**src/rtl/conv1d_seq_ctrl.sv**
```systemverilog
// Conv1d layer sequencer: loads kernel weights + bias from a ROM into the conv engine,
// then runs N_OUT operations, streaming samples in and forwarding results downstream.
module conv1d_seq_ctrl #(
    parameter int unsigned DW     = 32,
    parameter int unsigned size_k = 3,
    parameter int unsigned stride = 1,
    parameter int unsigned N_OUT  = 93,
    parameter int unsigned AW     = 4
) (
    input  logic          clk,
    input  logic          RSTn,
    input  logic          i_start,
    output logic          o_busy,
    output logic          o_done,
    output logic [AW-1:0] o_w_addr,
    input  logic [DW-1:0] i_w_data,
    output logic          o_EN_w,
    output logic          o_EN_c,
    input  logic          i_cv_busy,
    output logic [DW-1:0] o_cv_data,
    output logic          o_cv_stb,
    input  logic          i_cv_ack,
    input  logic [DW-1:0] i_cv_data,
    input  logic          i_cv_stb,
    output logic          o_cv_ack,
    input  logic [DW-1:0] i_x_data,
    input  logic          i_x_stb,
    output logic          o_x_ack,
    output logic [DW-1:0] o_y_data,
    output logic          o_y_stb,
    input  logic          i_y_ack
);

    localparam int unsigned OCW = $clog2(N_OUT) + 1;
    localparam int unsigned SCW = $clog2(stride + 1) + 1;

    typedef enum logic [3:0] {
        S_IDLE, S_W_ADDR, S_W_EN, S_W_PUT, S_W_END,
        S_C_EN, S_X_FWD, S_R_WAIT, S_Y_OUT
    } state_e;

    state_e          state_q, state_d;
    logic [AW-1:0]   wc_q, wc_d;
    logic [OCW-1:0]  oc_q, oc_d;
    logic [SCW-1:0]  sc_q, sc_d;
    logic            sess_q, sess_d;
    logic            en_w_q, en_w_d;
    logic            en_c_q, en_c_d;
    logic            done_q, done_d;
    logic [DW-1:0]   w_data_q, w_data_d;
    logic [DW-1:0]   y_q, y_d;

    always_ff @(posedge clk or negedge RSTn) begin
        if (!RSTn) begin
            state_q  <= S_IDLE;
            wc_q     <= '0;
            oc_q     <= '0;
            sc_q     <= '0;
            sess_q   <= 1'b0;
            en_w_q   <= 1'b0;
            en_c_q   <= 1'b0;
            done_q   <= 1'b0;
            w_data_q <= '0;
            y_q      <= '0;
        end else begin
            state_q  <= state_d;
            wc_q     <= wc_d;
            oc_q     <= oc_d;
            sc_q     <= sc_d;
            sess_q   <= sess_d;
            en_w_q   <= en_w_d;
            en_c_q   <= en_c_d;
            done_q   <= done_d;
            w_data_q <= w_data_d;
            y_q      <= y_d;
        end
    end

    // Next state and stream muxing; X_FWD is a pure combinational pass-through.
    always_comb begin
        state_d   = state_q;
        wc_d      = wc_q;
        oc_d      = oc_q;
        sc_d      = sc_q;
        sess_d    = sess_q;
        en_w_d    = en_w_q;
        en_c_d    = en_c_q;
        done_d    = 1'b0;
        w_data_d  = w_data_q;
        y_d       = y_q;
        o_cv_data = '0;
        o_cv_stb  = 1'b0;
        o_x_ack   = 1'b0;
        o_cv_ack  = 1'b0;
        o_y_stb   = 1'b0;

        case (state_q)
            S_IDLE: begin
                if (i_start) begin
                    state_d = S_W_ADDR;
                    wc_d    = '0;
                    oc_d    = '0;
                    sess_d  = 1'b0;
                end
            end
            S_W_ADDR: state_d = S_W_EN;
            S_W_EN: begin
                // ROM data for wc is valid here; the engine is enabled once per load session
                w_data_d = i_w_data;
                if (sess_q) begin
                    state_d = S_W_PUT;
                end else if (!en_w_q) begin
                    if (!i_cv_busy) en_w_d = 1'b1;
                end else if (i_cv_busy) begin
                    en_w_d  = 1'b0;
                    sess_d  = 1'b1;
                    state_d = S_W_PUT;
                end
            end
            S_W_PUT: begin
                o_cv_data = w_data_q;
                o_cv_stb  = 1'b1;
                if (i_cv_ack) begin
                    if (wc_q == AW'(size_k)) begin
                        state_d = S_W_END;
                    end else begin
                        wc_d    = wc_q + AW'(1);
                        state_d = S_W_ADDR;
                    end
                end
            end
            S_W_END: begin
                if (!i_cv_busy) state_d = S_C_EN;
            end
            S_C_EN: begin
                if (!en_c_q) begin
                    if (!i_cv_busy) en_c_d = 1'b1;
                end else if (i_cv_busy) begin
                    en_c_d  = 1'b0;
                    sc_d    = '0;
                    state_d = S_X_FWD;
                end
            end
            S_X_FWD: begin
                o_cv_data = i_x_data;
                o_cv_stb  = i_x_stb;
                o_x_ack   = i_cv_ack;
                if (i_x_stb && i_cv_ack) begin
                    sc_d = sc_q + SCW'(1);
                    if (sc_q == SCW'(stride)) state_d = S_R_WAIT;
                end
            end
            S_R_WAIT: begin
                o_cv_ack = 1'b1;
                if (i_cv_stb) begin
                    y_d     = i_cv_data;
                    state_d = S_Y_OUT;
                end
            end
            S_Y_OUT: begin
                o_y_stb = 1'b1;
                if (i_y_ack) begin
                    if (oc_q == OCW'(N_OUT - 1)) begin
                        done_d  = 1'b1;
                        state_d = S_IDLE;
                    end else begin
                        oc_d    = oc_q + OCW'(1);
                        state_d = S_C_EN;
                    end
                end
            end
            default: state_d = S_IDLE;
        endcase
    end

    assign o_busy   = (state_q != S_IDLE);
    assign o_done   = done_q;
    assign o_w_addr = wc_q;
    assign o_EN_w   = en_w_q;
    assign o_EN_c   = en_c_q;
    assign o_y_data = y_q;

endmodule

```
**config.mk**
```make
export PLATFORM = sky130hd
export DESIGN_NAME = conv1d_seq_ctrl
export DESIGN_NICKNAME = d
export VERILOG_FILES = /design/src/rtl/conv1d_seq_ctrl.sv
export SDC_FILE = /design/constraint.sdc
export NUM_CORES = 1
export LEC_CHECK = 0
export ABC_AREA = 1
export CAP_MARGIN = 20
export CELL_PAD_IN_SITES_DETAIL_PLACEMENT = 0
export CELL_PAD_IN_SITES_GLOBAL_PLACEMENT = 1
export CORE_UTILIZATION = 40
export DETAILED_ROUTE_END_ITERATION = 10
export DONT_BUFFER_PORTS = 1
export PLACE_DENSITY = 0.85
export SLEW_MARGIN = 20
export SYNTH_ARGS = -nofsm -noshare
export SYNTH_HDL_FRONTEND = slang
export SYNTH_SLANG_ARGS = --single-unit
```
**constraint.sdc**
```tcl
create_clock -name clk -period 1.45 [get_ports clk]
set_input_delay 0.0725 -clock clk [delete_from_list [all_inputs] [get_ports clk]]
set_output_delay 0.0725 -clock clk [all_outputs]
set_load 0.01 [all_outputs]
```
==> results of run 1 <==
## worst max-delay path, cell delays in order, from the launching register on
cell	delay, ns
sky130_fd_sc_hd__dfrtp_1	0.44
sky130_fd_sc_hd__nand2_2	0.10
sky130_fd_sc_hd__inv_2	0.07
sky130_fd_sc_hd__nand2_4	0.09
sky130_fd_sc_hd__clkinv_4	0.07
sky130_fd_sc_hd__buf_12	0.13
sky130_fd_sc_hd__buf_16	0.14
sky130_fd_sc_hd__a22o_4	0.27
## sequential cells by signal, summed over array words and instances, names as in the netlist
register and count:
sess_q 1, o_EN_w 1, oc_q 8, o_done 1
w_data_q 32, sc_q 2, o_EN_c 1, o_y_data 32
o_w_addr 4, state_q 4
## synthesized netlist by cell type
master | instances | area [um^2]
sky130_fd_sc_hd__inv_2 | 2 | 7.510
sky130_fd_sc_hd__buf_6 | 1 | 11.26
sky130_fd_sc_hd__nor3_4 | 1 | 16.27
sky130_fd_sc_hd__a31o_2 | 1 | 8.760
sky130_fd_sc_hd__o21ai_2 | 6 | 52.55
sky130_fd_sc_hd__o31ai_1 | 1 | 7.510
sky130_fd_sc_hd__dfrtp_1 | 86 | 2152
sky130_fd_sc_hd__xnor2_1 | 2 | 17.52
sky130_fd_sc_hd__clkbuf_1 | 8 | 30.03
sky130_fd_sc_hd__nor2_1 | 17 | 63.81
sky130_fd_sc_hd__nand2_1 | 157 | 589.3
sky130_fd_sc_hd__nor2_2 | 1 | 6.260
sky130_fd_sc_hd__nand2_2 | 5 | 31.28
sky130_fd_sc_hd__mux2_2 | 32 | 360.4
sky130_fd_sc_hd__a22o_1 | 32 | 280.3
sky130_fd_sc_hd__a21oi_1 | 5 | 25.02
sky130_fd_sc_hd__o21ai_1 | 2 | 10.01
sky130_fd_sc_hd__nand3b_1 | 3 | 22.52
sky130_fd_sc_hd__o21ai_0 | 8 | 40.04
sky130_fd_sc_hd__buf_2 | 7 | 35.03
sky130_fd_sc_hd__ha_1 | 4 | 50.05
sky130_fd_sc_hd__nand2_4 | 1 | 11.26
sky130_fd_sc_hd__nor3_1 | 2 | 10.01
sky130_fd_sc_hd__or2_2 | 4 | 25.02
sky130_fd_sc_hd__xor2_1 | 1 | 8.760
sky130_fd_sc_hd__inv_1 | 23 | 86.33
sky130_fd_sc_hd__clkinv_1 | 2 | 7.510
sky130_fd_sc_hd__nor3b_1 | 1 | 7.510
sky130_fd_sc_hd__nand3_1 | 21 | 105.1
sky130_fd_sc_hd__nand4_1 | 2 | 12.51
sky130_fd_sc_hd__nor2_4 | 1 | 11.26
## stage by stage
stage               utilization [%]  setup WS [ns]  area (um^2)
finish                        66.41        -0.3182         6551
global placement              45.38       -0.01955         4477
floorplan                         -       -0.07086         4114
detailed placement            45.38       -0.03165         4477
global route                  66.41        -0.3570         6551
CTS                           61.73        -0.2531         6090
## metal layers
layer | share of wire (%) | vias up
met5 | 0 | -
met4 | 1.7 | 0
met3 | 6.2 | 20
met2 | 52 | 165
met1 | 40 | 1897
li1 | - | 1723
## logic make-up (layout without fill, tap and decap cells)
group	count (synthesis)	after routing	synth area share, %
AO/OA/AOI/OAI	55	55	10.34
multiplexers	32	32	8.783
adder cells (fa/ha/maj)	4	4	1.220
flip-flops	86	86	52.45
buffers and inverters	43	180	4.331
AND/OR/NAND/NOR	216	217	22.23
XOR/XNOR	3	3	0.6406
## final cells by class
class	count	area, um^2
fill	719	3313
timing repair buffer	137	1503
clock inverter	6	70.07
multi-input combinational	311	2399
sequential	86	2155
inverter	27	121.4
tap	133	166.4
clock buffer	10	137.6
## final timing paths
| path | from | to | slack [ns] | cells after the start |
|---|---|---|---|---|
| max reg2reg | state_q[1]$_DFFE_PN0P_ | oc_q[3]$_DFFE_PN0P_ | -0.28 | 8 |
| max | state_q[1]$_DFFE_PN0P_ | o_cv_data[3] | -0.32 | 7 |
| min | RSTn | o_y_data[2]$_DFFE_PN0P_ | -0.61 | 0 |
| min reg2reg | w_data_q[23]$_DFFE_PN0P_ | w_data_q[23]$_DFFE_PN0P_ | 0.50 | 2 |
| min in group clk | i_start | sess_q$_DFFE_PN0P_ | 0.02 | 3 |
| max in group asynchronous | RSTn | w_data_q[13]$_DFFE_PN0P_ | 1.92 | 0 |
## power breakdown
group,switching (W),internal [W]
combinational,0.00281,0.00289
sequential,0.000939,0.00331
clock,0.000922,0.000856
## what timing repair did
item,CTS,global route
resized for setup,86,85
endpoints found under the setup margin,114,121
buffers inserted,24,7
hold endpoints to repair,155,86
pin swaps,21,18
cloned,8,5
==> impl_metrics.toml, run 1 <==
[layout]
final_cell_count_no_fill = 710
layout-area-overhead-vs-synth_pct = 59.68
drive_above_1_share_pct = 38.47
layout_commonest_cell = "sky130_fd_sc_hd__nand2_1"
n_antenna_cell = 0
most-common-layout-cells = "sky130_fd_sc_hd__nand2_1, sky130_fd_sc_hd__dfrtp_1, sky130_fd_sc_hd__dlygate4sd3_1"
finalNetCount = 680

[run_status]
run_status = "complete, but fails checks"
violations = "negative hold slack, negative setup slack"

[clock_network]
buffers_from_clock_root_to_sink_at_most = 2
worstSkewPairLatency_ns = 0.37
tritoncts_clock_tree = "built"
clk_pin_slew_worst_paths_ns = 0.10
cts_buffers = 9
cts_sinks = 86
hold_buffers = 67
cts.htree.levels = 3
clockRootBuffer = "sky130_fd_sc_hd__clkbuf_8"

[sta]
timing.final.hold_violations = 86
post_route_clock_period_utilization_pct = 121.9
max_freq_ghz = 0.5655
whs_ns = -0.6141
timing.final.setup_violations = 91
final.setup.tns_ns = -18.17
grt_setup_unrepaired = "yes"
max-slew-margin-rel_pct = 79.66
worst_clock_skew_ns = 0.01906
report.final.slew_viol_count = 0
fin_crit_ns = 1.768
timing_worst_slew_pin_value_ns = 0.3039
final_setup_slack_of_the_worst_path_ns = -0.3182

[floorplan]
die_width_um = 103.3
die_area_um2 = 10670
chipHeight_um = 103.3
placeableCoreArea_um2 = 9864
rows = 36
num_io_pins = 180
initial_utilization_pct = 41.59

[detailed_routing]
detail_route.iter0.violations = 129
dr_total_vias = 3805
vias_per_cell = 5.359
detail_route.first_pass.iterations = 4
wl_mm = 13.82
route.antenna.remaining_nets = 0
routed_wire_length_per_instance_um = 19.46
drcViolationCount = 0

[setup_path]
end_kind = "output port"
required_ns = 1.38
cp_data_arrival_time_ns = 1.70
worst-setup-path-type = "flop to output port"
critPathMaxFanout = 7
cp-start-kind = "flop"

[synth]
syn_area_per_cell_um2 = 9.346
syn_inst = 439
synth_seq_cells = 86
synthesis.nets = 547
library_cells_used_by_synthesis = 31
synth_area_um2 = 4103
synth.yosys.warnings = 0
synth_seq_area_share_pct = 52.46

[grt]
grt_first_pass_wirelength_mm = 18.07
groute.layer.met2.usage_pct = 38.77
grt_max_degree = 87
use_met1_pct = 28.11
antenna_found_initial = 0
track_usage_pct = 22.63
grt.met3_usage_pct = 5.511
gr-total-overflow = 0
top_usage_layer = "met2"
vias_in_the_first_global_route = 3627

[pwr]
p_leak_nw = 3.336
irDropWorstVdd_mv = 0.9377
power-per-cell-area_nw_per_um2 = 1790
report.power.total_w = 0.01173

[place]
post-place-cells = 589
gp_weighted_congestion = 0.8871
post-dp-hpwl_mm = 6.758
io_buffers = 0

[min_path]
min_path_type = "primary input to async pin"

[job]
max_cap_violations = 0
Power figures use the tool's default switching activity.
==> run 2, diff against run 1 <==
--- a/config.mk
+++ b/config.mk
@@ -12,7 +12,8 @@
 export CORE_UTILIZATION = 40
 export DETAILED_ROUTE_END_ITERATION = 10
 export DONT_BUFFER_PORTS = 1
-export PLACE_DENSITY = 0.85
+export GPL_ROUTABILITY_DRIVEN = 1
+export PLACE_DENSITY = 0.77
 export SLEW_MARGIN = 20
 export SYNTH_ARGS = -nofsm -noshare
 export SYNTH_HDL_FRONTEND = slang
==> run 2 against run 1 <==
Effect of this change:
- the flow still finishes with violations (negative hold slack, negative setup slack)
- maximum frequency increased by 1.2%
- setup slack improved by 0.021 ns
- global-route usage increased by 1.5 points
- first-iteration DRC count decreased by 2.3%
- highest routed layer unchanged
- count of clock-buffer cells in the layout decreased by 1
- largest cell class unchanged
- critical endpoint is now o_cv_data[12]
- die area unchanged
- sequential share of layout area decreased by 2.3 points
- final area increased by 7.4%
- cell count increased by 2.4%
- flip-flop and latch count unchanged
- critical path type unchanged
- clock power increased by 9%
- power increased by 13%
==> impl_metrics.toml, run 2 (same netlist as run 1, synthesis figures left out) <==
[sta]
timing_worst_slew_pin_value_ns = 0.3087
max-slew-margin-rel_pct = 79.42
timing.final.hold_violations = 86
whs_ns = -0.6042
fin_crit_ns = 1.747
final_setup_slack_of_the_worst_path_ns = -0.2973
grt_setup_unrepaired = "yes"
worst_clock_skew_ns = 0.01284
max_freq_ghz = 0.5723
timing.final.setup_violations = 118
report.final.slew_viol_count = 0
post_route_clock_period_utilization_pct = 120.5

[place]
post-place-cells = 597
gp_weighted_congestion = 0.8445
io_buffers = 0
post-dp-hpwl_mm = 6.741
placement.cell_area_um2 = 4549

[floorplan]
rows = 36
num_io_pins = 180
chipHeight_um = 103.3
placeableCoreArea_um2 = 9864
initial_utilization_pct = 41.59
die_width_um = 103.3
die_area_um2 = 10670

[detailed_routing]
wl_mm = 14.32
drcViolationCount = 0
route.antenna.remaining_nets = 0
vias_per_cell = 5.352
dr_total_vias = 3891
detail_route.first_pass.iterations = 5
detail_route.iter0.violations = 126
routed_wire_length_per_instance_um = 19.70

[job]
max_cap_violations = 0

[layout]
most-common-layout-cells = "sky130_fd_sc_hd__nand2_1, sky130_fd_sc_hd__dfrtp_1, sky130_fd_sc_hd__dlygate4sd3_1"
n_antenna_cell = 0
final_cell_count_no_fill = 727
layout-area-overhead-vs-synth_pct = 71.52
final_design_area_no_fill_um2 = 7037
drive_above_1_share_pct = 48.65
layout_commonest_cell = "sky130_fd_sc_hd__nand2_1"
finalNetCount = 697

[setup_path]
timing.rr.end = "oc_q[3]$_DFFE_PN0P_"
critPathMaxFanout = 7
r2r_slack_ns = -0.23
critPathSlowestCell = "sky130_fd_sc_hd__dfrtp_1"
launching_point_of_the_worst_reg2reg_path = "state_q[1]$_DFFE_PN0P_"
startpoint = "state_q[2]$_DFFE_PN0P_"
cpPeakStageDelay_ns = 0.41
end_kind = "output port"
cp-endpoint = "o_cv_data[12]"
critical_path_cell_sequence = "buf_6, nor2_4, nand2_4, inv_8, buf_12, clkbuf_16, a22o_1"
worst-setup-path-type = "flop to output port"
crit_family = "buffers and inverters"
cp_data_arrival_time_ns = 1.67
worst-path-stages = 7
cp-start-kind = "flop"
worstPathBufferInverterCount = 4
reg2regPathDepth = 10
required_ns = 1.38

[min_path]
min_path_type = "primary input to async pin"

[run_status]
violations = "negative hold slack, negative setup slack"
run_status = "complete, but fails checks"

[grt]
grt_first_pass_wirelength_mm = 19.12
vias_in_the_first_global_route = 3710
antenna_found_initial = 0
grt_max_degree = 87
gr-total-overflow = 0
track_usage_pct = 24.13

[pwr]
power-per-cell-area_nw_per_um2 = 1889
irDropWorstVdd_mv = 1.073
p_leak_nw = 3.467

[clock_network]
buffers_from_clock_root_to_sink_at_most = 2
clockRootBuffer = "sky130_fd_sc_hd__clkbuf_8"
cts_sinks = 86
cts_buffers = 9
worstSkewPairLatency_ns = 0.36
cts.htree.levels = 3
tritoncts_clock_tree = "built"
clk_pin_slew_worst_paths_ns = 0.09
## run 2: changes by cell type in the layout (fill, tap and decap cells not counted), sizes merged
cell | before | now
clkinvlp | 0 | 2
clkbuf | 14 | 13
clkinv | 5 | 1
inv | 27 | 29
buf | 66 | 83
bufinv | 1 | 2
## run 2: power by group
group | internal (W) | switching (W) | leakage, nW
registers | 0.00331 | 0.00100 | 1.13
logic | 0.00360 | 0.00344 | 2.23
clock network | 0.000994 | 0.000941 | 0.108
total | 0.00791 | 0.00539 | 3.47
## run 2: final cells by class
| class | count | area (um^2) |
|---|---|---|
| sequential | 86 | 2155 |
| clock inverter | 7 | 103.9 |
| tap | 133 | 166.4 |
| fill | 655 | 2828 |
| timing repair buffer | 154 | 1799 |
| clock buffer | 9 | 123.9 |
| multi-input combinational | 311 | 2552 |
| inverter | 27 | 136.4 |
## run 2: what timing repair did
item	CTS	global route
gates cloned	11	4
setup buffers	25	18
hold buffers	66	1
gates resized for setup	86	158
pin swaps	15	42
setup endpoints to repair	102	122
hold endpoints to repair	154	87
## run 2: per-stage QoR
step                      power (W)  utilization [%]  worst slack (ns)  hold WS [ns]  setup TNS, ns
after detailed placement   0.007440            46.12          -0.04628       -0.2221        -0.7855
after floorplan            0.006334                -          -0.07086       -0.2231         -1.362
final                       0.01329            71.33           -0.2973       -0.6042         -16.40
after global routing        0.01390            71.33           -0.3329       -0.6279         -21.45
after global placement     0.007335            46.12          -0.01837       -0.2216        -0.1066
after CTS                   0.01156            64.46           -0.2639       -0.6270         -17.07
## run 2: worst min-delay path by stage
stage | to | from | slack (ns)
after floorplan | o_EN_c$_DFFE_PN0N_ | RSTn | -0.22
after global placement | o_y_data[14]$_DFFE_PN0P_ | RSTn | -0.22
after detailed placement | o_y_data[14]$_DFFE_PN0P_ | RSTn | -0.22
after CTS | o_y_data[30]$_DFFE_PN0P_ | RSTn | -0.63
after global routing | o_y_data[24]$_DFFE_PN0P_ | RSTn | -0.63
final | o_y_data[14]$_DFFE_PN0P_ | RSTn | -0.60
## run 2: worst reg2reg max path, delay by kind of cell, from the launching register on
family          cells  cell delay, ns
compound gates      1            0.07
buf+inv             4            0.47
flops               1            0.45
simple gates        5            0.61
## run 2: metal layers
metal	up-vias	routed length, um	GRT usage (%)
met4	0	316	7.476
li1	1769	-	-
met1	1892	5751	31.59
met5	-	0	0
met3	35	1068	7.056
met2	195	7183	38.77
